## src/rtl/ad_capture_pkg.sv

```systemverilog
// Shared types for the ADC capture controller: FSM state encoding and trigger slope codes.
// Optional auto-trigger timeout is enabled by defining AD_CAPTURE_TIMEOUT_EN.
package ad_capture_pkg;

  typedef enum logic [2:0] {
    IDLE = 3'd0,
    PRE  = 3'd1,
    WAIT = 3'd2,
    POST = 3'd3,
    DONE = 3'd4
  } state_t;

  localparam logic SLOPE_RISE = 1'b0;
  localparam logic SLOPE_FALL = 1'b1;

endpackage

```

## src/rtl/ad_trig_detect.sv

```systemverilog
// Level-crossing trigger detector: remembers the last strobed sample and flags a
// rising or falling crossing of the threshold on the current strobe.
module ad_trig_detect
  import ad_capture_pkg::*;
#(
  parameter int unsigned DATA_WIDTH = 8
) (
  input  logic                  clk,
  input  logic                  rst,
  input  logic                  strobe,
  input  logic [DATA_WIDTH-1:0] sample,
  input  logic [DATA_WIDTH-1:0] level,
  input  logic                  slope,
  output logic                  trig_c
);

  logic [DATA_WIDTH-1:0] prev;
  logic                  rise_c;
  logic                  fall_c;

  // prev follows every strobe regardless of capture state
  always_ff @(posedge clk or posedge rst) begin
    if (rst) begin
      prev <= '0;
    end else if (strobe) begin
      prev <= sample;
    end
  end

  assign rise_c = (prev <  level) && (sample >= level);
  assign fall_c = (prev >= level) && (sample <  level);
  assign trig_c = strobe && ((slope == SLOPE_FALL) ? fall_c : rise_c);

endmodule

```

## src/rtl/ad_capture.sv

```systemverilog
// Decimating ADC capture writer: fills a circular sample RAM with a pre/post-trigger frame.
// Define AD_CAPTURE_TIMEOUT_EN to force a trigger after TIMEOUT_CYCLES clocks in WAIT.
module ad_capture
  import ad_capture_pkg::*;
#(
  parameter int unsigned ADDR_WIDTH     = 10,
  parameter int unsigned DATA_WIDTH     = 8,
  parameter int unsigned PRE_DEPTH      = 256,
  parameter int unsigned TIMEOUT_CYCLES = 1048576
) (
  input  logic                  clk,
  input  logic                  rst,
  input  logic [DATA_WIDTH-1:0] ad_data,
  input  logic [7:0]            decim,
  input  logic [DATA_WIDTH-1:0] trig_level,
  input  logic                  trig_slope,
  input  logic                  arm,
  output logic                  wr_en,
  output logic [ADDR_WIDTH-1:0] wr_addr,
  output logic [DATA_WIDTH-1:0] wr_data,
  output logic                  busy,
  output logic                  done,
  output logic [ADDR_WIDTH-1:0] start_addr,
  output logic                  timed_out
);

  localparam int unsigned N        = 2 ** ADDR_WIDTH;
  localparam int unsigned POST_CNT = N - PRE_DEPTH - 1;

  localparam logic [ADDR_WIDTH-1:0] ADDR_ONE  = ADDR_WIDTH'(1);
  localparam logic [ADDR_WIDTH-1:0] PRE_OFS   = ADDR_WIDTH'(PRE_DEPTH);
  localparam logic [ADDR_WIDTH-1:0] PRE_LAST  = ADDR_WIDTH'(PRE_DEPTH - 1);
  localparam logic [ADDR_WIDTH-1:0] POST_INIT = ADDR_WIDTH'(POST_CNT);

  state_t                state;
  logic [ADDR_WIDTH-1:0] ptr;
  logic [ADDR_WIDTH-1:0] cnt;
  logic [ADDR_WIDTH-1:0] trig_addr;
  logic [7:0]            dcnt;
  logic [7:0]            dlim;
  logic                  strobe_c;
  logic                  cap_c;
  logic                  arm_ok_c;
  logic                  trig_c;
  logic                  trig_eff_c;

  // Decimator: the period is latched at each wrap so a decim change applies next period
  assign strobe_c = (dcnt == dlim);

  always_ff @(posedge clk or posedge rst) begin
    if (rst) begin
      dcnt <= 8'd0;
      dlim <= 8'd0;
    end else if (strobe_c) begin
      dcnt <= 8'd0;
      dlim <= decim;
    end else begin
      dcnt <= dcnt + 8'd1;
    end
  end

  assign cap_c    = (state == PRE) || (state == WAIT) || (state == POST);
  assign arm_ok_c = arm && ((state == IDLE) || (state == DONE));

  ad_trig_detect #(
    .DATA_WIDTH (DATA_WIDTH)
  ) u_trig (
    .clk    (clk),
    .rst    (rst),
    .strobe (strobe_c),
    .sample (ad_data),
    .level  (trig_level),
    .slope  (trig_slope),
    .trig_c (trig_c)
  );

`ifdef AD_CAPTURE_TIMEOUT_EN
  localparam int unsigned TO_W = $clog2(TIMEOUT_CYCLES + 1);

  logic [TO_W-1:0] to_cnt;
  logic            to_hit_c;

  assign to_hit_c = (to_cnt >= TO_W'(TIMEOUT_CYCLES));

  // Saturating WAIT-time counter, held at zero outside WAIT
  always_ff @(posedge clk or posedge rst) begin
    if (rst) begin
      to_cnt <= '0;
    end else if (state != WAIT) begin
      to_cnt <= '0;
    end else if (!to_hit_c) begin
      to_cnt <= to_cnt + TO_W'(1);
    end
  end

  assign trig_eff_c = trig_c || (strobe_c && to_hit_c);

  always_ff @(posedge clk or posedge rst) begin
    if (rst) begin
      timed_out <= 1'b0;
    end else if (arm_ok_c) begin
      timed_out <= 1'b0;
    end else if ((state == WAIT) && strobe_c && to_hit_c && !trig_c) begin
      timed_out <= 1'b1;
    end
  end
`else
  assign trig_eff_c = trig_c;
  // No auto-trigger in this build; the timeout parameter has no effect
  assign timed_out  = (TIMEOUT_CYCLES == 0) & 1'b0;
`endif

  // Capture FSM with registered RAM write port and status outputs
  always_ff @(posedge clk or posedge rst) begin
    if (rst) begin
      state      <= IDLE;
      ptr        <= '0;
      cnt        <= '0;
      trig_addr  <= '0;
      wr_en      <= 1'b0;
      wr_addr    <= '0;
      wr_data    <= '0;
      busy       <= 1'b0;
      done       <= 1'b0;
      start_addr <= '0;
    end else begin
      wr_en <= 1'b0;
      if (strobe_c && cap_c) begin
        wr_en   <= 1'b1;
        wr_addr <= ptr;
        wr_data <= ad_data;
        ptr     <= ptr + ADDR_ONE;
      end

      case (state)
        IDLE, DONE: begin
          if (arm) begin
            state <= (PRE_DEPTH == 0) ? WAIT : PRE;
            ptr   <= '0;
            cnt   <= '0;
            done  <= 1'b0;
            busy  <= 1'b1;
          end
        end
        PRE: begin
          if (strobe_c) begin
            if (cnt == PRE_LAST) begin
              state <= WAIT;
              cnt   <= '0;
            end else begin
              cnt <= cnt + ADDR_ONE;
            end
          end
        end
        WAIT: begin
          if (trig_eff_c) begin
            trig_addr <= ptr;
            if (POST_CNT == 0) begin
              state      <= DONE;
              done       <= 1'b1;
              busy       <= 1'b0;
              start_addr <= ptr - PRE_OFS;
            end else begin
              state <= POST;
              cnt   <= POST_INIT;
            end
          end
        end
        POST: begin
          if (strobe_c) begin
            if (cnt == ADDR_ONE) begin
              state      <= DONE;
              done       <= 1'b1;
              busy       <= 1'b0;
              start_addr <= trig_addr - PRE_OFS;
            end else begin
              cnt <= cnt - ADDR_ONE;
            end
          end
        end
        default: begin
          state <= IDLE;
          busy  <= 1'b0;
          done  <= 1'b0;
        end
      endcase
    end
  end

endmodule

```

## config.mk

```make
export PLATFORM = sky130hd
export DESIGN_NAME = ad_capture
export DESIGN_NICKNAME = d
export VERILOG_FILES = /design/src/rtl/ad_capture_pkg.sv /design/src/rtl/ad_trig_detect.sv /design/src/rtl/ad_capture.sv
export SDC_FILE = /design/constraint.sdc
export NUM_CORES = 1
export LEC_CHECK = 0
export BUFFER_PORTS_ARGS = -buffer_cell sky130_fd_sc_hd__buf_4
export CORE_MARGIN = 10
export CORE_UTILIZATION = 30
export DETAILED_ROUTE_END_ITERATION = 12
export PLACE_DENSITY = 0.49
export SYNTH_ARGS = -nofsm -noshare
export SYNTH_HDL_FRONTEND = slang
export SYNTH_SLANG_ARGS = --single-unit
```

## constraint.sdc

```tcl
create_clock -name clk -period 4.25 [get_ports clk]
set_input_delay 0.2125 -clock clk [delete_from_list [all_inputs] [get_ports clk]]
set_output_delay 0.2125 -clock clk [all_outputs]
set_load 0.03 [all_outputs]
```

==> results_dict.tcl, run 1 <==
set metrics [dict create \
    grt_usage 0.112 \
    min_path_cells 3 \
    min_period_over_period 0.658 \
    cp_top_family "compound AO/OA/AOI/OAI gates" \
    synthXorXnorAreaFrac 0.0455 \
    grt_pass1_vias 3534 \
    drive_gt1_frac 0.228 \
    async_reset_ff_frac 1.00 \
    yosysTopAreaCellShare 0.476 \
    synth.area.top_cells "dfrtp_1 (48%), nand2_1 (7.6%), ha_1 (5.7%)" \
    synth_ff_type "dfrtp_1" \
    ir_drop_uv 173 \
    min_from "decim[4]" \
    skew_ps 7.59 \
    io_buffers 58 \
    r2r_slack_ps 1460 \
    insertion_delay_ps 340 \
    wirelength_microns 11100 \
    grt_pass1_wl_microns 18500 \
    crit_buf_inv 0 \
    rsz0062_at_grt "false" \
    ys_seq_elements 88 \
    synth_fa_ha_area_frac 0.0568 \
    rows 45 \
    worstMarginPinSlew_ps 922 \
    die_w_microns 144 \
    wl_per_cell_microns 15.6 \
    synthMuxAreaShare 0.0693 \
    cts_tree "yes" \
    outcome "finished, final reports clean" \
    synth_cells 467 \
    max-cap-violations 0 \
    cts_buffers 9 \
    swShare 0.248 \
    cpMaxStageDelayCell "o211ai_1" \
    p_int_w 0.00146 \
    yosysUniqueCellTypes 60 \
    syn2layout_area_growth_pct 20.0 \
    antenna_found_initial 0 \
    core_area_sq_mm 0.0151 \
    post-route-util 0.366 \
    power.net_switching_w 0.000481 \
    p_total_w 0.00194 \
    drtPass1Iterations 5 \
    crit_path_cell_trace "ha_1 > a21oi_1 > o21ai_0 > a211oi_1 > and4bb_2 > o211ai_1 > mux2_2" \
    place_hpwl_microns 8060 \
    finalHoldViolations 0 \
    power_frac_seq 0.466 \
    yosys_warnings 0 \
    hp-class "in -> reg" \
    synth.most_common_cell "nand2_1" \
    ys_seq_area_frac 0.476 \
    ioPinCount 60 \
    max_freq_ghz 0.358 \
    n_antenna_cell 0 \
    cp-end-kind "register" \
    die_h_microns 144 \
    synth_top_area_cell "dfrtp_1" \
    cts.sinks 88 \
    gp_congestion 0.865 \
    htree_levels 3 \
    min_period_ps 2790 \
    final_area_sq_mm 0.00555 \
    crit_fanout 11 \
    ctsResizeCount 0 \
    drtAntennaViolNets 0 \
    synth_enable_flop_cells 0 \
    p_leak_nw 2.57 \
    grt-ovfl-total 0 \
    p_clk_frac 0.453 \
    syn_area_per_cell_sq_um 9.90 \
    start_util 0.305 \
    syn_nets 516 \
    start_kind "register" \
    power_frac_comb 0.081 \
    first_iter_violations 217 \
    synth_commonest_cells "nand2_1 (94), dfrtp_1 (88), nor2_1 (29), o21ai_0 (26), ha_1 (21)" \
    cts-root-to-sink-buffers 2 \
    placed_area_sq_mm 0.00521 \
    slew_viol_final 0 \
    critPathKind "reg -> reg" \
    p_per_area_mw_per_mm2 349 \
    grt_max_degree 53 \
    r2r_end "trig_addr[7]" \
    cts_root_buf "clkbuf_16" \
    final_nets 567 \
    whs_endpoint "dlim[4]" \
    max_stage_delay_ps 740 \
    setup_tns_ps 0 \
    synth_top_family_by_area "simple AND/OR/NAND/NOR gates" \
    cp.arrival_ps 3020 \
    clkSlewWorstSetupHoldPaths_ps 70 \
    die_area_sq_mm 0.0208 \
    vias_per_cell 4.85 \
    synth_compound_area_frac 0.115 \
    netlist_area_sq_mm 0.00462 \
    r2r_cells 7 \
    required_ps 4480 \
    nFillCells 1502 \
    dr_total_vias 3446 \
    yosys.area_share.simple 0.199 \
    r2r-start "u_trig.prev[5]" \
    setup_viol 0 \
    slew_headroom 0.383 \
    drc 0 \
]
metrics by stage:
| step | hold WS (ps) | setup slack, ps | instances |
|---|---|---|---|
| after floorplan | 318 | 1760 | 467 |
| after global placement | 318 | 1490 | 694 |
| final | 56.2 | 1460 | 711 |
| after CTS | 47.0 | 1440 | 711 |
| after detailed placement | 323 | 1410 | 694 |
| after global routing | 54.3 | 1270 | 711 |
sequential cells by signal, summed over array words and instances, names as in the netlist, 3 cells and up:
| register | count |
|---|---|
| wr_data | 8 |
| state | 3 |
| dcnt | 8 |
| dlim | 8 |
| ptr | 10 |
| wr_addr | 10 |
| start_addr | 10 |
| cnt | 10 |
| trig_addr | 10 |
| u_trig.prev | 8 |
layout by cell type (no fill, tap or decap), drive strengths merged, types with 13 or more instances in the layout:
master / count
nand2: 97
dfrtp: 88
buf: 61
nor2: 30
o21ai: 26
mux2: 25
ha: 21
inv: 18
xor2: 16
a21oi: 14
nand3: 13
nor3: 13
metal layers:
| metal | wire length (microns) | vias to the layer above | global-route usage |
|---|---|---|---|
| li1 | - | 1725 | - |
| met1 | 5290 | 1625 | 0.150 |
| met2 | 5080 | 76 | 0.168 |
| met3 | 482 | 20 | 0.0266 |
| met4 | 217 | 0 | 0.0452 |
| met5 | 0 | - | 0 |
worst register-to-register path: stages (launching register included):
cell,delay [ps]
dfrtp_1,380
ha_1,290
a21oi_1,150
o21ai_0,200
a211oi_1,240
and4bb_2,270
o211ai_1,740
mux2_2,420
area by class of cell:
class	count	area (sq um)	area share
multi-input cells	340	2250	0.406
flip-flops and latches	88	2200	0.397
repair buffers	62	468	0.0843
well taps	188	235	0.0424
clock buffers	9	225	0.0406
clock inverters	7	101	0.0183
inverters	17	66.3	0.0120
power groups by stage:
stage                     registers, W  logic (W)  clock network (W)
after floorplan               0.000903   0.000113                  0
after global placement        0.000919   0.000157                  0
after detailed placement      0.000918   0.000159                  0
after CTS                     0.000902   0.000160           0.000903
after global routing          0.000908   0.000180           0.000942
final                         0.000903   0.000158           0.000877
worst max path at each step:
stage                        end  cells after the start  slack (ps)           start
floorplan                   busy                      1        1760             rst
global placement    trig_addr[6]                      8        1490      ad_data[5]
detailed placement  trig_addr[7]                      9        1410   trig_level[5]
CTS                 trig_addr[7]                      7        1440  u_trig.prev[7]
global route        trig_addr[7]                      7        1270  u_trig.prev[5]
finish              trig_addr[7]                      7        1460  u_trig.prev[5]
cell families (layout without fill, tap and decap cells):
| group | Yosys count | in the layout |
|---|---|---|
| other | 1 | 1 |
| xor gates and xnor gates | 24 | 24 |
| and+or+nand+nor | 189 | 189 |
| AOI/OAI and AO/OA | 78 | 78 |
| buffers and inverters | 39 | 95 |
| DFF | 88 | 88 |
| adders and majority gates | 21 | 21 |
| muxes | 27 | 27 |
repair_timing:
item                      CTS  global route
hold buffers                1             0
setup buffers               0             0
hold endpoints to repair   36             0
Power figures use the tool's default switching activity.
==> inputs of run 2 (changes only) <==
- clock period: 4.25 -> 2.6 ns (I/O delays scaled with it)
==> results_dict.tcl, run 2 (same netlist as run 1, synthesis figures left out) <==
set metrics [dict create \
    grt_max_degree 65 \
    critPathKind "in -> reg" \
    min_path_cells 3 \
    die_h_microns 144 \
    gp_congestion 0.872 \
    vias_per_cell 4.92 \
    grt-ovfl-total 0 \
    cts.sinks 88 \
    slew_headroom 0.649 \
    grt_pass1_vias 3727 \
    post_cts_buffers 0 \
    first_iter_violations 220 \
    htree_levels 3 \
    clkSlewWorstSetupHoldPaths_ps 70 \
    insertion_delay_ps 340 \
    required_ps 2830 \
    cts-root-to-sink-buffers 2 \
    wl_per_cell_microns 14.9 \
    setup_viol 0 \
    r2r_end "cnt[6]" \
    syn2layout_area_growth_pct 24.7 \
    rows 45 \
    hp-class "in -> reg" \
    power_frac_comb 0.098 \
    start_util 0.305 \
    place_hpwl_microns 8120 \
    die_w_microns 144 \
    fin_ws_ps 142 \
    drtPass1Iterations 4 \
    cts_root_buf "clkbuf_16" \
    ctsResizeCount 0 \
    die_area_sq_mm 0.0208 \
    place_ws_ps 191 \
    min_period_over_period 0.945 \
    crit_fanout 6 \
    io_buffers 58 \
    finalHoldViolations 0 \
    max_freq_ghz 0.407 \
    max-cap-violations 0 \
    outcome "finished, final reports clean" \
    r2r_slack_ps 200 \
    grt_pass1_wl_microns 18800 \
    ioPinCount 60 \
    drc 0 \
    min_period_ps 2460 \
    p_leak_nw 2.70 \
    wirelength_microns 11000 \
    swShare 0.259 \
    p_total_w 0.00300 \
    antenna_found_initial 0 \
    dr_total_vias 3643 \
    p_per_area_mw_per_mm2 521 \
    mostFrequentLayoutCells "nand2_1 (94), dfrtp_1 (88), buf_4 (77)" \
    r2r_cells 9 \
    power.net_switching_w 0.000777 \
    cp-end-kind "register" \
    grt_usage 0.112 \
    ir_drop_uv 364 \
    rsz0062_at_grt "false" \
    whs_endpoint "dlim[6]" \
    cts_buffers 9 \
    power_frac_seq 0.489 \
    drtAntennaViolNets 0 \
    p_int_w 0.00223 \
    slew_viol_final 0 \
    worstMarginPinSlew_ps 521 \
    setup_tns_ps 0 \
    final_nets 596 \
    final_common_cell "nand2_1" \
    hold_buffers 13 \
    core_area_sq_mm 0.0151 \
    start_kind "primary input" \
    p_clk_frac 0.413 \
    n_antenna_cell 0 \
    min_from "decim[6]" \
    cp.arrival_ps 2680 \
    skew_ps 9.42 \
    drive_gt1_frac 0.246 \
    r2r-start "u_trig.prev[7]" \
    cts_tree "yes" \
]
## run 2: cell types whose count changed in the layout (fill, tap and decap cells not counted)
cell and delta:
inv_6 -2, clkbuf_8 +1, clkinvlp_4 -1, clkinv_4 +2, buf_4 +16, buf_12 +1
dlygate4sd3_1 +12, clkinv_2 +2, bufinv_16 -2
## run 2: critical path, cell delays in order
cell,delay [ps]
dlygate4sd3_1,530
buf_4,140
ha_1,290
nor2b_1,140
o211ai_1,110
a31o_2,240
a2111oi_4,350
nor3b_2,80
buf_4,170
nor2_4,170
mux2_4,310
## run 2: worst max-delay path by stage
| stage | start | endpoint | slack (ps) | cells after the start |
|---|---|---|---|---|
| finish | ad_data[1] | cnt[6] | 140 | 11 |
| detailed placement | u_trig.prev[7] | cnt[6] | 190 | 9 |
| CTS | ad_data[1] | cnt[6] | 160 | 11 |
| floorplan | rst | busy | 190 | 1 |
| global placement | u_trig.prev[7] | cnt[6] | 240 | 9 |
| global route | ad_data[1] | cnt[6] | 10 | 11 |
## run 2: per-layer routing
layer | vias to the layer above | global-route usage | wire length (microns)
li1 | 1792 | - | -
met1 | 1744 | 0.142 | 5090
met2 | 85 | 0.176 | 5180
met3 | 22 | 0.0249 | 495
met4 | 0 | 0.0553 | 272
met5 | - | 0 | 0
## run 2: through the flow
step | instances | hold slack (ps) | area (sq um) | util
finish | 740 | 4.64 | 5770 | 0.381
floorplan | 467 | 235 | 4620 | -
global placement | 711 | 161 | 5350 | 0.353
global route | 740 | 2.29 | 5770 | 0.381
detailed placement | 711 | 161 | 5350 | 0.353
CTS | 740 | 1.48 | 5770 | 0.381
## run 2: final cells by class
class / instances / area (sq um)
clock buffers: 10 / 239
clock inverters: 6 / 43.8
fillers: 1513 / 9380
inverters: 17 / 66.3
multi-input cells: 340 / 2250
flip-flops and latches: 88 / 2200
well taps: 188 / 235
repair buffers: 91 / 728
## run 2: power groups by stage
stage                     Sequential (W)  Combinational, W  Clock, W
after floorplan                  0.00148          0.000185         0
after global placement           0.00149          0.000276         0
after detailed placement         0.00149          0.000279         0
after CTS                        0.00147          0.000296   0.00129
after global routing             0.00148          0.000332   0.00135
final                            0.00147          0.000294   0.00124
